===== src/rtl/hex_disp_pkg.sv =====
// Shared seven-segment definitions for the hex display driver.
// Segment order is gfedcba, active-low.
package hex_disp_pkg;
  typedef logic [6:0] seg7;

  localparam seg7 SEG_BLANK = 7'h7F;

  localparam seg7 SEG_TABLE [16] = '{
    7'h40, 7'h79, 7'h24, 7'h30, 7'h19, 7'h12, 7'h02, 7'h78,
    7'h00, 7'h18, 7'h08, 7'h03, 7'h46, 7'h21, 7'h06, 7'h0E
  };
endpackage


===== src/rtl/seg7_decode.sv =====
// Combinational nibble to active-low seven-segment decoder.
module seg7_decode
  import hex_disp_pkg::*;
(
  input  logic [3:0] nib,
  output seg7        seg
);
  assign seg = SEG_TABLE[nib];
endmodule


===== src/rtl/hex_scan_driver.sv =====
// Multiplexed hex display driver: shadow/active double buffer with frame-synchronous
// transfer, leading-zero suppression, decimal points, per-digit blank and blink.
module hex_scan_driver
  import hex_disp_pkg::*;
#(
  parameter int unsigned NUM_DIGITS   = 4,
  parameter int unsigned SCAN_DIV     = 50000,
  parameter int unsigned BLINK_FRAMES = 64
) (
  input  logic                    clk,
  input  logic                    rst_n,
  input  logic                    load,
  input  logic [4*NUM_DIGITS-1:0] data_in,
  input  logic [NUM_DIGITS-1:0]   dp_in,
  input  logic [NUM_DIGITS-1:0]   blank_in,
  input  logic                    lz_en,
  input  logic                    blink_en,
  output logic [6:0]              seg_n,
  output logic                    dp_n,
  output logic [NUM_DIGITS-1:0]   dig_sel_n,
  output logic                    pending,
  output logic                    frame_done
);
  localparam int unsigned CW = $clog2(SCAN_DIV);
  localparam int unsigned IW = $clog2(NUM_DIGITS);
  localparam int unsigned BW = (BLINK_FRAMES > 1) ? $clog2(BLINK_FRAMES) : 1;
  localparam logic [CW-1:0] CNT_MAX = CW'(SCAN_DIV - 1);
  localparam logic [IW-1:0] IDX_MAX = IW'(NUM_DIGITS - 1);
  localparam logic [BW-1:0] BLK_MAX = BW'(BLINK_FRAMES - 1);

  logic [CW-1:0] cnt_q, cnt_d;
  logic [IW-1:0] idx_q, idx_d;
  logic [BW-1:0] blk_cnt_q, blk_cnt_d;
  logic          blk_ph_q, blk_ph_d;
  logic          pending_q, pending_d;
  logic          frame_done_q, frame_done_d;

  logic [NUM_DIGITS-1:0][3:0] sh_data_q, sh_data_d, act_data_q, act_data_d;
  logic [NUM_DIGITS-1:0]      sh_dp_q, sh_dp_d, act_dp_q, act_dp_d;
  logic [NUM_DIGITS-1:0]      sh_blank_q, sh_blank_d, act_blank_q, act_blank_d;

  logic [6:0]            seg_n_q, seg_n_d;
  logic                  dp_n_q, dp_n_d;
  logic [NUM_DIGITS-1:0] dig_sel_n_q, dig_sel_n_d;

  logic                  tick, frame_end, dark, higher_zero;
  logic [NUM_DIGITS-1:0] lz_mask;
  seg7                   dec_seg;

  assign tick      = (cnt_q == CNT_MAX);
  assign frame_end = tick && (idx_q == IDX_MAX);

  // Suppress from the top digit down while every digit so far is zero; digit 0 always shows.
  always_comb begin
    lz_mask     = '0;
    higher_zero = 1'b1;
    for (int i = NUM_DIGITS - 1; i > 0; i--) begin
      higher_zero = higher_zero && (act_data_q[i] == 4'h0);
      lz_mask[i]  = lz_en && higher_zero;
    end
  end

  seg7_decode u_dec (.nib(act_data_q[idx_q]), .seg(dec_seg));

  always_comb begin
    cnt_d        = tick ? '0 : cnt_q + CW'(1);
    idx_d        = idx_q;
    frame_done_d = frame_end;
    blk_cnt_d    = blk_cnt_q;
    blk_ph_d     = blk_ph_q;
    pending_d    = pending_q;
    sh_data_d    = sh_data_q;
    sh_dp_d      = sh_dp_q;
    sh_blank_d   = sh_blank_q;
    act_data_d   = act_data_q;
    act_dp_d     = act_dp_q;
    act_blank_d  = act_blank_q;
    if (tick) idx_d = (idx_q == IDX_MAX) ? '0 : idx_q + IW'(1);
    // Blink and transfer advance on the same edge idx wraps, so a frame never mixes states.
    if (frame_end) begin
      if (blk_cnt_q == BLK_MAX) begin
        blk_cnt_d = '0;
        blk_ph_d  = ~blk_ph_q;
      end else begin
        blk_cnt_d = blk_cnt_q + BW'(1);
      end
      if (pending_q) begin
        act_data_d  = sh_data_q;
        act_dp_d    = sh_dp_q;
        act_blank_d = sh_blank_q;
        pending_d   = 1'b0;
      end
    end
    if (load) begin
      sh_data_d  = data_in;
      sh_dp_d    = dp_in;
      sh_blank_d = blank_in;
      pending_d  = 1'b1;
    end
    dark        = act_blank_q[idx_q] || lz_mask[idx_q] || (blink_en && blk_ph_q);
    seg_n_d     = dark ? SEG_BLANK : dec_seg;
    dp_n_d      = dark || !act_dp_q[idx_q];
    dig_sel_n_d = ~(NUM_DIGITS'(1) << idx_q);
  end

  always_ff @(posedge clk or negedge rst_n) begin
    if (!rst_n) begin
      cnt_q        <= '0;
      idx_q        <= '0;
      blk_cnt_q    <= '0;
      blk_ph_q     <= 1'b0;
      pending_q    <= 1'b0;
      frame_done_q <= 1'b0;
      sh_data_q    <= '0;
      sh_dp_q      <= '0;
      sh_blank_q   <= '1;
      act_data_q   <= '0;
      act_dp_q     <= '0;
      act_blank_q  <= '1;
      seg_n_q      <= SEG_BLANK;
      dp_n_q       <= 1'b1;
      dig_sel_n_q  <= '1;
    end else begin
      cnt_q        <= cnt_d;
      idx_q        <= idx_d;
      blk_cnt_q    <= blk_cnt_d;
      blk_ph_q     <= blk_ph_d;
      pending_q    <= pending_d;
      frame_done_q <= frame_done_d;
      sh_data_q    <= sh_data_d;
      sh_dp_q      <= sh_dp_d;
      sh_blank_q   <= sh_blank_d;
      act_data_q   <= act_data_d;
      act_dp_q     <= act_dp_d;
      act_blank_q  <= act_blank_d;
      seg_n_q      <= seg_n_d;
      dp_n_q       <= dp_n_d;
      dig_sel_n_q  <= dig_sel_n_d;
    end
  end

  assign seg_n      = seg_n_q;
  assign dp_n       = dp_n_q;
  assign dig_sel_n  = dig_sel_n_q;
  assign pending    = pending_q;
  assign frame_done = frame_done_q;
endmodule

===== config.mk =====
export PLATFORM = sky130hd
export DESIGN_NAME = hex_scan_driver
export DESIGN_NICKNAME = d
export VERILOG_FILES = /design/src/rtl/hex_disp_pkg.sv /design/src/rtl/seg7_decode.sv /design/src/rtl/hex_scan_driver.sv
export SDC_FILE = /design/constraint.sdc
export NUM_CORES = 1
export LEC_CHECK = 0
export ABC_AREA = 1
export CAP_MARGIN = 10
export CORE_MARGIN = 4
export CORE_UTILIZATION = 25
export DETAILED_ROUTE_END_ITERATION = 10
export DONT_BUFFER_PORTS = 1
export MAX_ROUTING_LAYER = met4
export PLACE_DENSITY = 0.47
export SYNTH_ARGS = -nofsm -noshare
export SYNTH_HDL_FRONTEND = slang
export SYNTH_SLANG_ARGS = --single-unit

===== constraint.sdc =====
create_clock -name clk -period 4.65 [get_ports clk]
set_input_delay 0.2325 -clock clk [delete_from_list [all_inputs] [get_ports clk]]
set_output_delay 0.2325 -clock clk [all_outputs]
set_load 0.02 [all_outputs]

# Word-level counts from Yosys, hierarchy flattened
# Memories as Yosys holds them, arrays and structs flattened.
# Index checks and enable logic that the tools add are counted.
# op_classes
addsub,3
muxes,16
reduce_logical,17
order_cmp,2
eq_ne,3
n_mul,0
div,0
shift,1
bitwise,3
# op_table
operator,count
$mux 7,3
$add 16x1->16 const B,1
$eq 16x16->1 const B,1
$mux 16,1
$logic_not 4->1,3
$bmux 4 s2,1
$logic_and 1x1->1,7
$add 6x1->6 const B,1
$bmux 1 s2,3
$eq 6x6->1 const B,1
$mux 6,1
$ge 5x5->1 const B,1
$mux 1,5
$not 4->5,1
$mux 4,1
$not 4->4,1
$reduce_and 2->1,2
$shl 1x2->4 const A,1
$logic_or 1x1->1,3
$lt 2x3->1 const B,1
$add 2x1->2 const B,1
$eq 2x2->1 const B,1
$mux 2,1
$reduce_bool 2->1,1
2 further kinds,2
# word_totals
latchBits,0
rom_bits,112
reg_bits,87
mem_count,1
ram_bits,0
word_cells,67
output_inout_bits,14
in_bits,29
# memory_table
name,depth,word_bits,rd,rd_ports_with_merged_regs,wr,line,text
(no name shown),16,7,1,0,0,seg7_decode.sv:8,assign seg = SEG_TABLE[nib];

# Longest topological paths before layout
# Gate-level depths: netlist of run 1.
# logic_depth
word_depth,9
depth_mapped,11
ltp_nobuf,10

# Modules after synthesis
# Synthesis of run 1 repeated with hierarchy kept, for this count alone.
# hier_totals
cells_unflattened,534
hier_area_um2,4274.1
# by_module_without_submodules
module,instances,cells_per_inst,area_each_um2,seq_area_each_um2
hex_scan_driver,1,484,4010.1,2202.1
seg7_decode,1,50,264.0,0.0

# Least setup slack after synthesis of run 1
# OpenSTA, ideal clock, no wires.
# synth_path
path_kind,register to register
start,register idx_q[0]
end,"register seg_n_q[3], in the netlist seg_n[3]"
t_required_ns,4.555
slack_ns,3.031
n_path_buf,1
stages_incl_launch_ff,11
arrival_time_ns,1.525
setup_ns,0.095
period_less_slack_ns,1.619
path_cell_list,dfrtp_1 > inv_2 > buf_2 > nand2_1 > nand3_1 > nand2_1 > ha_1 > nand3_1 > nand2_1 > nand2_1 > nand3_1
# synth_via
elab_chain_cells,7
word_cells_on_any_way,13
cone_classes,mux: 9; bitwise: 1; reduce/logical: 2; memory: 1
# synth_rtl
element,line,text
start: declaration,hex_scan_driver.sv:32,"logic [IW-1:0] idx_q, idx_d;"
start signal: assignment,hex_scan_driver.sv:125,idx_q <= idx_d;
$bmux 4 s2,hex_scan_driver.sv:63,"seg7_decode u_dec (.nib(act_data_q[idx_q]), .seg(dec_seg));"
$mux 4 (implied by the code),hex_scan_driver.sv:63,
$not 4->5 (implied by the code),seg7_decode.sv:8,
$mem_v2 16x7,-,
$mux 7 (implied by the code) (2 in a row),seg7_decode.sv:8,
$mux 7 *,hex_scan_driver.sv:101,seg_n_d = dark ? SEG_BLANK : dec_seg;
via seg_n_d[3],hex_scan_driver.sv:42,"logic [6:0] seg_n_q, seg_n_d;"
end signal: assignment,hex_scan_driver.sv:136,seg_n_q <= seg_n_d;
end: declaration,hex_scan_driver.sv:42,
# Mark *: on every way through the listed nets, which the timed path passes. The rest lies on a longest branch. The select of a mux whose other input is x is not followed.
# A chain may end at the register's enable or synchronous reset.

# Worst setup path in the final report of run 1
# layout_path
start,register idx_q[0]
end,"register seg_n_q[6], in the netlist seg_n[6]"
# The elaborated chain is that of the path after synthesis.

==> out/summary.txt, run 1 <==
status: completed
Yosys warnings: 0
area added between synthesis and finish: 16.68%
Post-Route Skew: 0.005171 ns
Root Buffer: clkbuf_16
fin crit period: 2.079 ns
most frequent cells in the layout: nand2_1, dfrtp_1, nand3_1
Vias/cell: 4.164
most common cell after layout, fill and taps aside: nand2_1
relative slew slack: 0.3211
DR WL/cell: 12.17 um
GR Util All Layers: 0.1097
layout cell share with drive strength beyond 1: 0.1014
Final Cycle Share: 0.4470
Fin Hold WS: 0.01268 ns
FILL cells: 1784
maximum level of the CTS H-tree: 3
Max Freq: 481.1 MHz
arrival time worst endpoint: 2.35 ns
Synth Cell Area: 0.004275 sq mm
final setup fails: 0
CTS Buf Count: 9
Worst setup SP type: flip-flop
critical path class: reg -> reg
CTS clk-pin slew, worst paths: 0.06 ns
clock sinks: 87
Worst path slowest cell: dfrtp_1
Starting Density: 0.2569
mean post-synth cell area: 7.888 sq um
Least-Margin Pin Slew: 1.018 ns
Via Count: 3256
FF+latch count, synth: 87
Worst Hold Class: in -> reg
vias in the first global route: 3334
GP Congestion: 0.7906
Port-buffer cells: 0
Worst EP required: 4.92 ns
CTS tree: yes
PwrDens: 318.8 mW/mm^2
Site Rows: 47
Die Y: 138.8 um
core box area: 0.01664 sq mm
Max Slew Vio Count: 0
Netlist cell types: 30
first-pass GRT wire length: 16700 um
worst stage delay on the critical path: 0.69 ns
WP buf/inv: 2
CP Cell Sequence: inv_2 > nand2_1 > nand3_1 > nand2_1 > inv_1 > ha_1 > nand2_1 > nor2_1 > nor2_1 > nand2_1
Final TNS setup: 0 ns
Die Area: 0.01926 sq mm
number of synthesized flops with an enable pin: 0
largest net degree at the start of global routing: 88
initial antenna violation count: 0
Worst Path Max Fanout: 17
Initial DRT Pass Iterations: 4
drt first-iter violations: 213
final hold vios: 0
max cap viols: 0
prevailing post-synth register cell: dfrtp_1
I/O pin cnt: 43
Antenna Nets Post-Route: 0
DRC: 0
DPL Wire Length: 6717 um
latest clock arrival within the worst-skew pair: 0.34 ns
# nets final: 597
Async S/R FF share, synth: 1.000
RSZ-0062 raised after global routing: no
Synth Net Count: 582
CP Capture Type: flip-flop
Clock Path Buffers: 2
critical path's top delay family: simple AND/OR/NAND/NOR gates
Pleak: 2.552 nW
Worst VDD drop: 158.4 uV
die span in x: 138.8 um
Critical Path Most Common Cell: nand2_1
Inserted Diodes: 0
Post-CTS Setup Repair Bufs: 0
sequential fraction of the synthesis area: 0.5151
Mapped Cells: 542
total grt overflow: 0
WL final: 9520 um
[cells in the mapped netlist, types with 3 or more instances]
cell,number,share of area
dfrtp_1,67,0.39
nand2_2,4,0.0059
nor2_1,49,0.043
o21bai_1,3,0.0053
nand3_1,65,0.076
xnor2_1,3,0.0061
clkbuf_1,6,0.0053
inv_1,35,0.031
dfstp_2,20,0.12
inv_2,7,0.0061
nand2_1,227,0.20
ha_1,11,0.032
nor3_1,4,0.0047
buf_2,7,0.0082
o21ai_0,10,0.012
xor2_1,6,0.012
[area by class of cell]
class / instances / area, sq um / area share
clock buffer: 10 / 239.0 / 0.04791
timing repair buffer: 20 / 217.7 / 0.04364
tap: 220 / 275.3 / 0.05518
clock inverter: 6 / 68.82 / 0.01379
sequential: 87 / 2202 / 0.4414
inverter: 43 / 161.4 / 0.03236
multi-input combinational: 396 / 1824 / 0.3657
[worst reg2reg max path, cell delays in order (launching register included)]
cell	delay (ns)
dfrtp_1	0.69
inv_2	0.27
nand2_1	0.12
nand3_1	0.07
nand2_1	0.22
inv_1	0.10
ha_1	0.23
nand2_1	0.11
nor2_1	0.05
nor2_1	0.09
nand2_1	0.07
[worst paths after layout]
| check | startpoint | end | slack, ns | depth (start not counted) |
|---|---|---|---|---|
| max | idx_q[0] | seg_n[6] | 2.57 | 10 |
| min | data_in[2] | sh_data_q[2] | 0.01 | 2 |
| max reg2reg | idx_q[0] | seg_n[6] | 2.57 | 10 |
| min reg2reg | cnt_q[0] | cnt_q[0] | 0.46 | 1 |
| max in group asynchronous | rst_n | seg_n[2] | 3.83 | 2 |
| min in group asynchronous | rst_n | act_dp_q[1] | 0.46 | 2 |
[through the flow]
step                setup WS [ns]  cell area [sq um]  instances   power, W  utilization
detailed placement          2.540               4463        746  0.0008337       0.2682
CTS                         2.534               4989        782   0.001618       0.2998
floorplan                   3.031               4275        542  0.0008276            -
global route                2.270               4989        782   0.001660       0.2998
finish                      2.571               4989        782   0.001591       0.2998
global placement            2.541               4463        746  0.0008322       0.2682
[what timing repair did]
action,CTS,global route
hold buffers,20,0
hold endpoints to repair,103,0
resized for setup,0,0
[cell families after synthesis]
group,after synthesis,share of synthesized area
buffers and inverters,59,0.05824
DFF,87,0.5151
and+or+nand+nor,360,0.3553
AOI/OAI and AO/OA,16,0.02078
xor gates and xnor gates,9,0.01844
adders and majority gates,11,0.03219
[registers in the layout, indices dropped and copies added (netlist names), 6 cells and up]
register	cells
act_data_q	16
blk_cnt_q	6
cnt_q	16
seg_n	7
sh_data_q	16
[where the power goes]
group | total, W | switching, W | internal, W
clock network | 0.000741 | 0.000307 | 0.000434
registers | 0.000795 | 0.0000163 | 0.000779
logic | 0.0000546 | 0.0000324 | 0.0000222
[per-layer routing]
layer | track usage | up-vias | part of all wire
li1 | - | 1720 | -
met1 | 0.1438 | 1471 | 0.50
met3 | 0.02517 | 12 | 0.037
met4 | 0.04325 | 0 | 0.019
met5 | - | - | 0
met2 | 0.1652 | 53 | 0.45
(Power assumes the default switching activity.)
==> inputs of run 2 (changes only) <==
Settings changed: ABC_AREA 1 to 0, PLACE_DENSITY 0.47 to 0.49.
Clock period 4.65 ns to 1.8 ns, I/O delays scaled along.
==> run 2 against run 1 <==
  * The flow now finishes with violations (negative hold slack, negative setup slack)
  * First-iteration DRC count down 47%
  * Synthesized cell count fell by 46%
  * Global-route usage down 0.80 points
  * Clock power grew to 2.6 times the previous value
  * Clock-buffer cell count up 1
  * Critical path depth decreased by 5
  * Largest cell class unchanged
  * Power grew to 2.6 times the previous value
  * Clock skew rose by 0.0043 ns
==> out/summary.txt, run 2 <==
Inserted Diodes: 0 (unchanged)
mean post-synth cell area: 13.48 sq um (+71%)
arrival time worst endpoint: 2.20 ns (-0.15 ns)
WL final: 8175 um (-14%)
failing checks: negative hold slack, negative setup slack
multiplexer area fraction after synthesis: 0.2006 (+0.2006)
area added between synthesis and finish: 34.09%
Synth Area in Adders: 0.03485 (+0.002662)
RSZ-0062 raised after global routing: yes
prevailing post-synth register cell: dfrtp_1
Worst EP required: 2.02 ns (-2.90 ns)
largest family of logic cells by synthesized area: multiplexers
Yosys warnings: 0 (unchanged)
vias in the first global route: 2641 (-21%)
Synth Net Count: 333 (-43%)
final hold vios: 87 (+87)
Starting Density: 0.2578 (+0.0009452)
total grt overflow: 0 (unchanged)
most frequent cells in the layout: dfrtp_1, buf_4, mux2_2
I/O pin cnt: 43 (unchanged)
relative slew slack: 0.7619 (+0.4408)
clock sinks: 87 (unchanged)
Layout Cells excl Fill: 580 (-26%)
Synth Area in Simple Gates: 0.09981 (-0.2555)
Final Cycle Share: 1.103 (+0.6555)
Post-Route Skew: 0.009500 ns (+0.004330 ns)
critical path's top delay family: simple AND/OR/NAND/NOR gates
sequential power share: 0.503 (+0.003)
Die Y: 133.7 um (-3.7%)
CP Cell Sequence: or4b_4 > nor4_4 > nand2_2 > buf_12 > mux2_4
Sw Pwr: 0.0008281 W (+130%)
WP buf/inv: 1 (-1)
Worst Path Max Fanout: 24 (+7)
first-pass GRT wire length: 13860 um (-17%)
Compound-Gate Fraction of Synth Area: 0.04468 (+0.02390)
DP Cell Count: 531 (-29%)
Initial DRT Pass Iterations: 4 (unchanged)
top cell type's share of synthesized area: 0.4246 (+0.03243)
Synth Cell Area: 0.003949 sq mm (-7.6%)
max cap viols: 0 (unchanged)
DPL Wire Length: 5601 um (-17%)
status: complete, but fails checks
CTS Buf Count: 9 (unchanged)
Pint: 0.003256 W (+160%)
DRC: 0 (unchanged)
FF+latch count, synth: 87 (unchanged)
CTS tree: yes
Pleak: 2.350 nW (-7.9%)
Mapped Cells: 293 (-46%)
Fin Hold WS: -0.5560 ns (-0.5687 ns)
power share of the clock group: 0.468 (+0.002)
Port-buffer cells: 0 (unchanged)
largest net degree at the start of global routing: 88 (unchanged)
most common cell after layout, fill and taps aside: dfrtp_1
sequential fraction of the synthesis area: 0.5577 (+0.04260)
Least-Margin Pin Slew: 0.3538 ns (-0.6645 ns)
CTS clk-pin slew, worst paths: 0.06 ns (about the same)
most frequent cell after synthesis: dfrtp_1
initial antenna violation count: 0 (unchanged)
Vias/cell: 4.240 (+1.8%)
PwrDens: 771.2 mW/mm^2 (+140%)
Worst path slowest cell: or4b_4
Switching Share: 0.2028 (-0.02092)
number of synthesized flops with an enable pin: 0 (unchanged)
Site Rows: 45 (-4.3%)
Netlist cell types: 44 (+47%)
DP Area: 0.004523 sq mm (+1.3%)
Via Count: 2459 (-24%)
top cells by count, synth: dfrtp_1, mux2_2, dfstp_2, mux2_4, nand2_1
critical path class: reg -> reg
layout cell share with drive strength beyond 1: 0.4444 (+0.3430)
DR WL/cell: 14.09 um (+16%)
CP Capture Type: flip-flop
Clock Path Buffers: 2 (unchanged)
Comb pwr share: 0.030 (-0.004)
fin crit period: 1.985 ns (-0.09410 ns)
ranking of synthesized cells by area: dfrtp_1, dfstp_2, mux2_2
# nets final: 404 (-32%)
drt first-iter violations: 112 (-47%)
Max Freq: 503.9 MHz (+4.7%)
Die Area: 0.01787 sq mm (-7.2%)
GR Util All Layers: 0.1017 (-0.008007)
latest clock arrival within the worst-skew pair: 0.34 ns (about the same)
die span in x: 133.7 um (-3.7%)
post-layout util: 0.3458 (+0.04600)
Post-Synth XOR/XNOR Area: 0.03327 (+0.01483)
post-synth top area cell: dfrtp_1
final setup fails: 44 (+44)
Max Slew Vio Count: 0 (unchanged)
setup ws final: -0.1846 ns (-2.756 ns)
worst stage delay on the critical path: 0.56 ns (-0.13 ns)
Worst Hold Class: in -> async
core box area: 0.01531 sq mm (-8.0%)
GP Congestion: 0.7610 (-3.7%)
maximum level of the CTS H-tree: 3 (unchanged)
hold_buf cts: 25 (+25%)
Antenna Nets Post-Route: 0 (unchanged)
Async S/R FF share, synth: 1.000 (unchanged)
Final Instance Area: 0.005295 sq mm (+6.1%)
Root Buffer: clkbuf_16
Worst setup SP type: flip-flop
Largest regs: act_data_q x16, cnt_q x16, sh_data_q x16
Worst VDD drop: 451.0 uV (+180%)
[run 2: changes by cell type after synthesis, sizes merged, moves of 6 or more]
cell	change
nand2	-217
nand3	-58
mux2	+49
nor2	-41
inv	-29
buf	-6
mux4	+6
nand4	+6
[run 2: layer usage]
layer / wire length (um) / up-vias / GRT usage
li1: - / 1178 / -
met1: 4032 / 1231 / 0.1370
met2: 3762 / 41 / 0.1464
met3: 277 / 9 / 0.02908
met4: 103 / 0 / 0.03600
met5: 0 / - / -
[run 2: path summary, 6_finish.rpt]
check                                 to      from  slack, ns  cells past startpoint
min in group clk                 pending      load       0.08                      2
hold reg to reg                 cnt_q[0]  cnt_q[0]       0.45                      1
setup / recovery           act_data_q[1]  cnt_q[5]      -0.18                      5
hold / removal                  cnt_q[9]     rst_n      -0.56                      0
setup reg to reg           act_data_q[1]  cnt_q[5]      -0.18                      5
max in group asynchronous           dp_n     rst_n       2.14                      0
[run 2: logic make-up (layout without fill, tap and decap cells)]
kind of cell             count (synthesis)  in the layout
flip-flops                              87             87
AND/OR/NAND/NOR                         70             70
multiplexers                            58             58
AO/OA/AOI/OAI                           26             26
buffers and inverters                   26            102
XOR/XNOR                                15             15
adder cells (fa/ha/maj)                 11             11
[run 2: stage by stage]
step	TNS, ns	worst slack [ns]	total power [W]
after detailed placement	-4.921	-0.1710	0.002152
after global placement	-4.356	-0.1546	0.002149
after global routing	-8.154	-0.2391	0.004271
after CTS	-4.997	-0.1800	0.004163
final	-4.660	-0.1846	0.004084
after floorplan	-5.271	-0.2348	0.002139
[run 2: repair_timing]
action	in CTS	in global routing
setup buffers	3	5
hold endpoints to repair	112	87
pin swaps	11	5
gates resized for setup	26	7
endpoints found under the setup margin	47	49
[run 2: layout make-up]
cell class | count | area (sq um)
Clock inverter | 5 | 56.30
Multi-Input combinational cell | 180 | 1769
Inverter | 13 | 58.81
Tap cell | 211 | 264.0
Clock buffer | 11 | 252.7
Timing Repair Buffer | 73 | 691.9
Sequential cell | 87 | 2202
Fill cell | 1526 | 10020
[run 2: power groups by stage]
stage | clock [W] | combinational (W) | sequential, W
after floorplan | 0 | 0.0000680 | 0.00207
after global placement | 0 | 0.0000612 | 0.00209
after detailed placement | 0 | 0.0000631 | 0.00209
after CTS | 0.00199 | 0.000123 | 0.00205
after global routing | 0.00208 | 0.000131 | 0.00206
final | 0.00191 | 0.000121 | 0.00205
==> inputs of run 3 (changes only) <==
Settings changed: ABC_AREA 0 to 1, PLACE_DENSITY 0.49 to 0.47.
Clock period 1.8 ns to 2.4 ns, I/O delays scaled along.
==> run 3 against run 2 <==
  * The flow now finishes without violations
  * First-iteration DRC count is 42% higher
  * Largest cell class unchanged
  * Largest power group unchanged
  * Critical endpoint is now seg_n[6]
  * Register-to-register slack gained 0.83 ns
  * Sequential share of layout area up 0.56 points
==> out/summary.txt, run 3 (same netlist as run 1, synthesis figures left out) <==
status: completed
CTS Buf Count: 9 (unchanged)
Initial DRT Pass Iterations: 4 (unchanged)
area added between synthesis and finish: 22.21%
critical path class: reg -> reg
Sw Pwr: 0.0006662 W (-20%)
reg2reg path depth: 9 (+4)
fin crit period: 1.756 ns (-0.2284 ns)
vias in the first global route: 3408 (+29%)
relative slew slack: 0.5231 (-0.2388)
# nets final: 620 (+53%)
first-pass GRT wire length: 17090 um (+23%)
FILL cells: 1758 (+15%)
Final TNS setup: 0 ns (+4.660 ns)
Root Buffer: clkbuf_16
Starting Density: 0.2569 (-0.0009452)
Die Y: 138.8 um (+3.8%)
Worst Hold Class: in -> reg
Post-Route Skew: 0.005825 ns (-0.003676 ns)
Max Slew Vio Count: 0 (unchanged)
WL final: 9762 um (+19%)
Clock Path Buffers: 2 (unchanged)
Largest regs: act_data_q x16, cnt_q x16, sh_data_q x16
most frequent cells in the layout: nand2_1, dfrtp_1, nand3_1
Hold Path Stages: 6
core box area: 0.01664 sq mm (+8.7%)
largest net degree at the start of global routing: 88 (unchanged)
Via Count: 3378 (+37%)
Post-CTS Setup Repair Bufs: 0 (-3)
Worst VDD drop: 350.4 uV (-22%)
sequential power share: 0.482 (-0.021)
Vias/cell: 4.201 (-0.90%)
Least-Margin Pin Slew: 0.7109 ns (+0.3571 ns)
Antenna Nets Post-Route: 0 (unchanged)
CTS clk-pin slew, worst paths: 0.06 ns (about the same)
Worst Path Max Fanout: 12 (-50%)
Switching Share: 0.2097 (+0.006896)
post-layout util: 0.3140 (-0.03179)
Max Freq: 569.4 MHz (+13%)
clock sinks: 87 (unchanged)
Pint: 0.002511 W (-23%)
Pleak: 2.642 nW (+12%)
I/O pin cnt: 43 (unchanged)
initial antenna violation count: 0 (unchanged)
drt first-iter violations: 159 (+42%)
CTS tree: yes
final setup fails: 0 (-100%)
final hold vios: 0 (-100%)
latest clock arrival within the worst-skew pair: 0.34 ns (about the same)
die span in x: 138.8 um (+3.8%)
Inserted Diodes: 0 (unchanged)
most common cell after layout, fill and taps aside: nand2_1
Port-buffer cells: 0 (unchanged)
maximum level of the CTS H-tree: 3 (unchanged)
Final Cycle Share: 0.7317 (-0.3708)
arrival time worst endpoint: 2.03 ns (-0.17 ns)
CP Capture Type: flip-flop
Comb pwr share: 0.046 (+0.016)
GP Congestion: 0.7742 (+1.7%)
total grt overflow: 0 (unchanged)
power share of the clock group: 0.473 (+0.005)
DPL Wire Length: 6830 um (+22%)
PwrDens: 608.0 mW/mm^2 (-21%)
Worst setup SP type: flip-flop
GR Util All Layers: 0.1114 (+0.009701)
max cap viols: 0 (unchanged)
DR WL/cell: 12.14 um (-14%)
DRC: 0 (unchanged)
Worst EP required: 2.67 ns (+0.65 ns)
layout cell share with drive strength beyond 1: 0.1010 (-0.3434)
RSZ-0062 raised after global routing: no
Die Area: 0.01926 sq mm (+7.8%)
Site Rows: 47 (+4.4%)
Fin Hold WS: 0.1580 ns (+0.7140 ns)
-- run 3: worst paths after layout --
| check | startpoint | to | slack (ns) |
|---|---|---|---|
| min | lz_en | seg_n[6] | 0.16 |
| max | idx_q[1] | seg_n[6] | 0.64 |
| max reg2reg | idx_q[1] | seg_n[6] | 0.64 |
| min in group asynchronous | rst_n | sh_data_q[3] | 0.36 |
| min reg2reg | sh_blank_q[2] | sh_blank_q[2] | 0.46 |
| max in group asynchronous | rst_n | dig_sel_n[3] | 1.67 |
-- run 3: worst max-delay path, cell delays in order, from the launching register on --
cell     delay, ns
dfrtp_1       0.52
inv_2         0.23
nand3_1       0.10
nand2_1       0.18
inv_1         0.10
ha_1          0.23
nand2_1       0.11
nor2_1        0.05
nor2_1        0.09
nand2_1       0.08
-- run 3: power groups by stage --
stage | combinational (W) | clock (W) | sequential (W)
2_1_floorplan | 0.0000522 | 0 | 0.00155
3_3_place_gp | 0.0000602 | 0 | 0.00156
3_5_place_dp | 0.0000609 | 0 | 0.00156
4_1_cts | 0.000149 | 0.00156 | 0.00153
5_1_grt | 0.000168 | 0.00162 | 0.00153
6_report | 0.000145 | 0.00150 | 0.00153
-- run 3: per-layer routing --
| metal | GRT usage | up-vias | wire length [um] |
|---|---|---|---|
| li1 | - | 1761 | - |
| met1 | 0.1487 | 1558 | 4946 |
| met2 | 0.1652 | 52 | 4375 |
| met3 | 0.02828 | 7 | 317 |
| met4 | 0.03862 | 0 | 123 |
| met5 | - | - | 0 |
-- run 3: per-stage QoR --
stage / power, W / area, sq um / setup slack, ns / instances
after floorplan: 0.001604 / 4275 / 0.7806 / 542
after global placement: 0.001616 / 4486 / 0.6978 / 749
after detailed placement: 0.001617 / 4486 / 0.6249 / 749
after CTS: 0.003236 / 5225 / 0.6200 / 804
after global routing: 0.003324 / 5225 / 0.4191 / 804
final: 0.003177 / 5225 / 0.6438 / 804
-- run 3: timing repair --
action,4_1_cts,5_1_grt
hold endpoints to repair,111,0
hold buffers,40,0
resized for setup,0,0
-- run 3: layout make-up --
cell class / count / area, sq um / area share
multi-input cells: 396 / 1824 / 0.3491
clock buffers: 10 / 239.0 / 0.04574
clock inverters: 5 / 82.58 / 0.01580
repair buffers: 43 / 440.4 / 0.08429
inverters: 43 / 161.4 / 0.03089
flip-flops and latches: 87 / 2202 / 0.4215
well taps: 220 / 275.3 / 0.05268
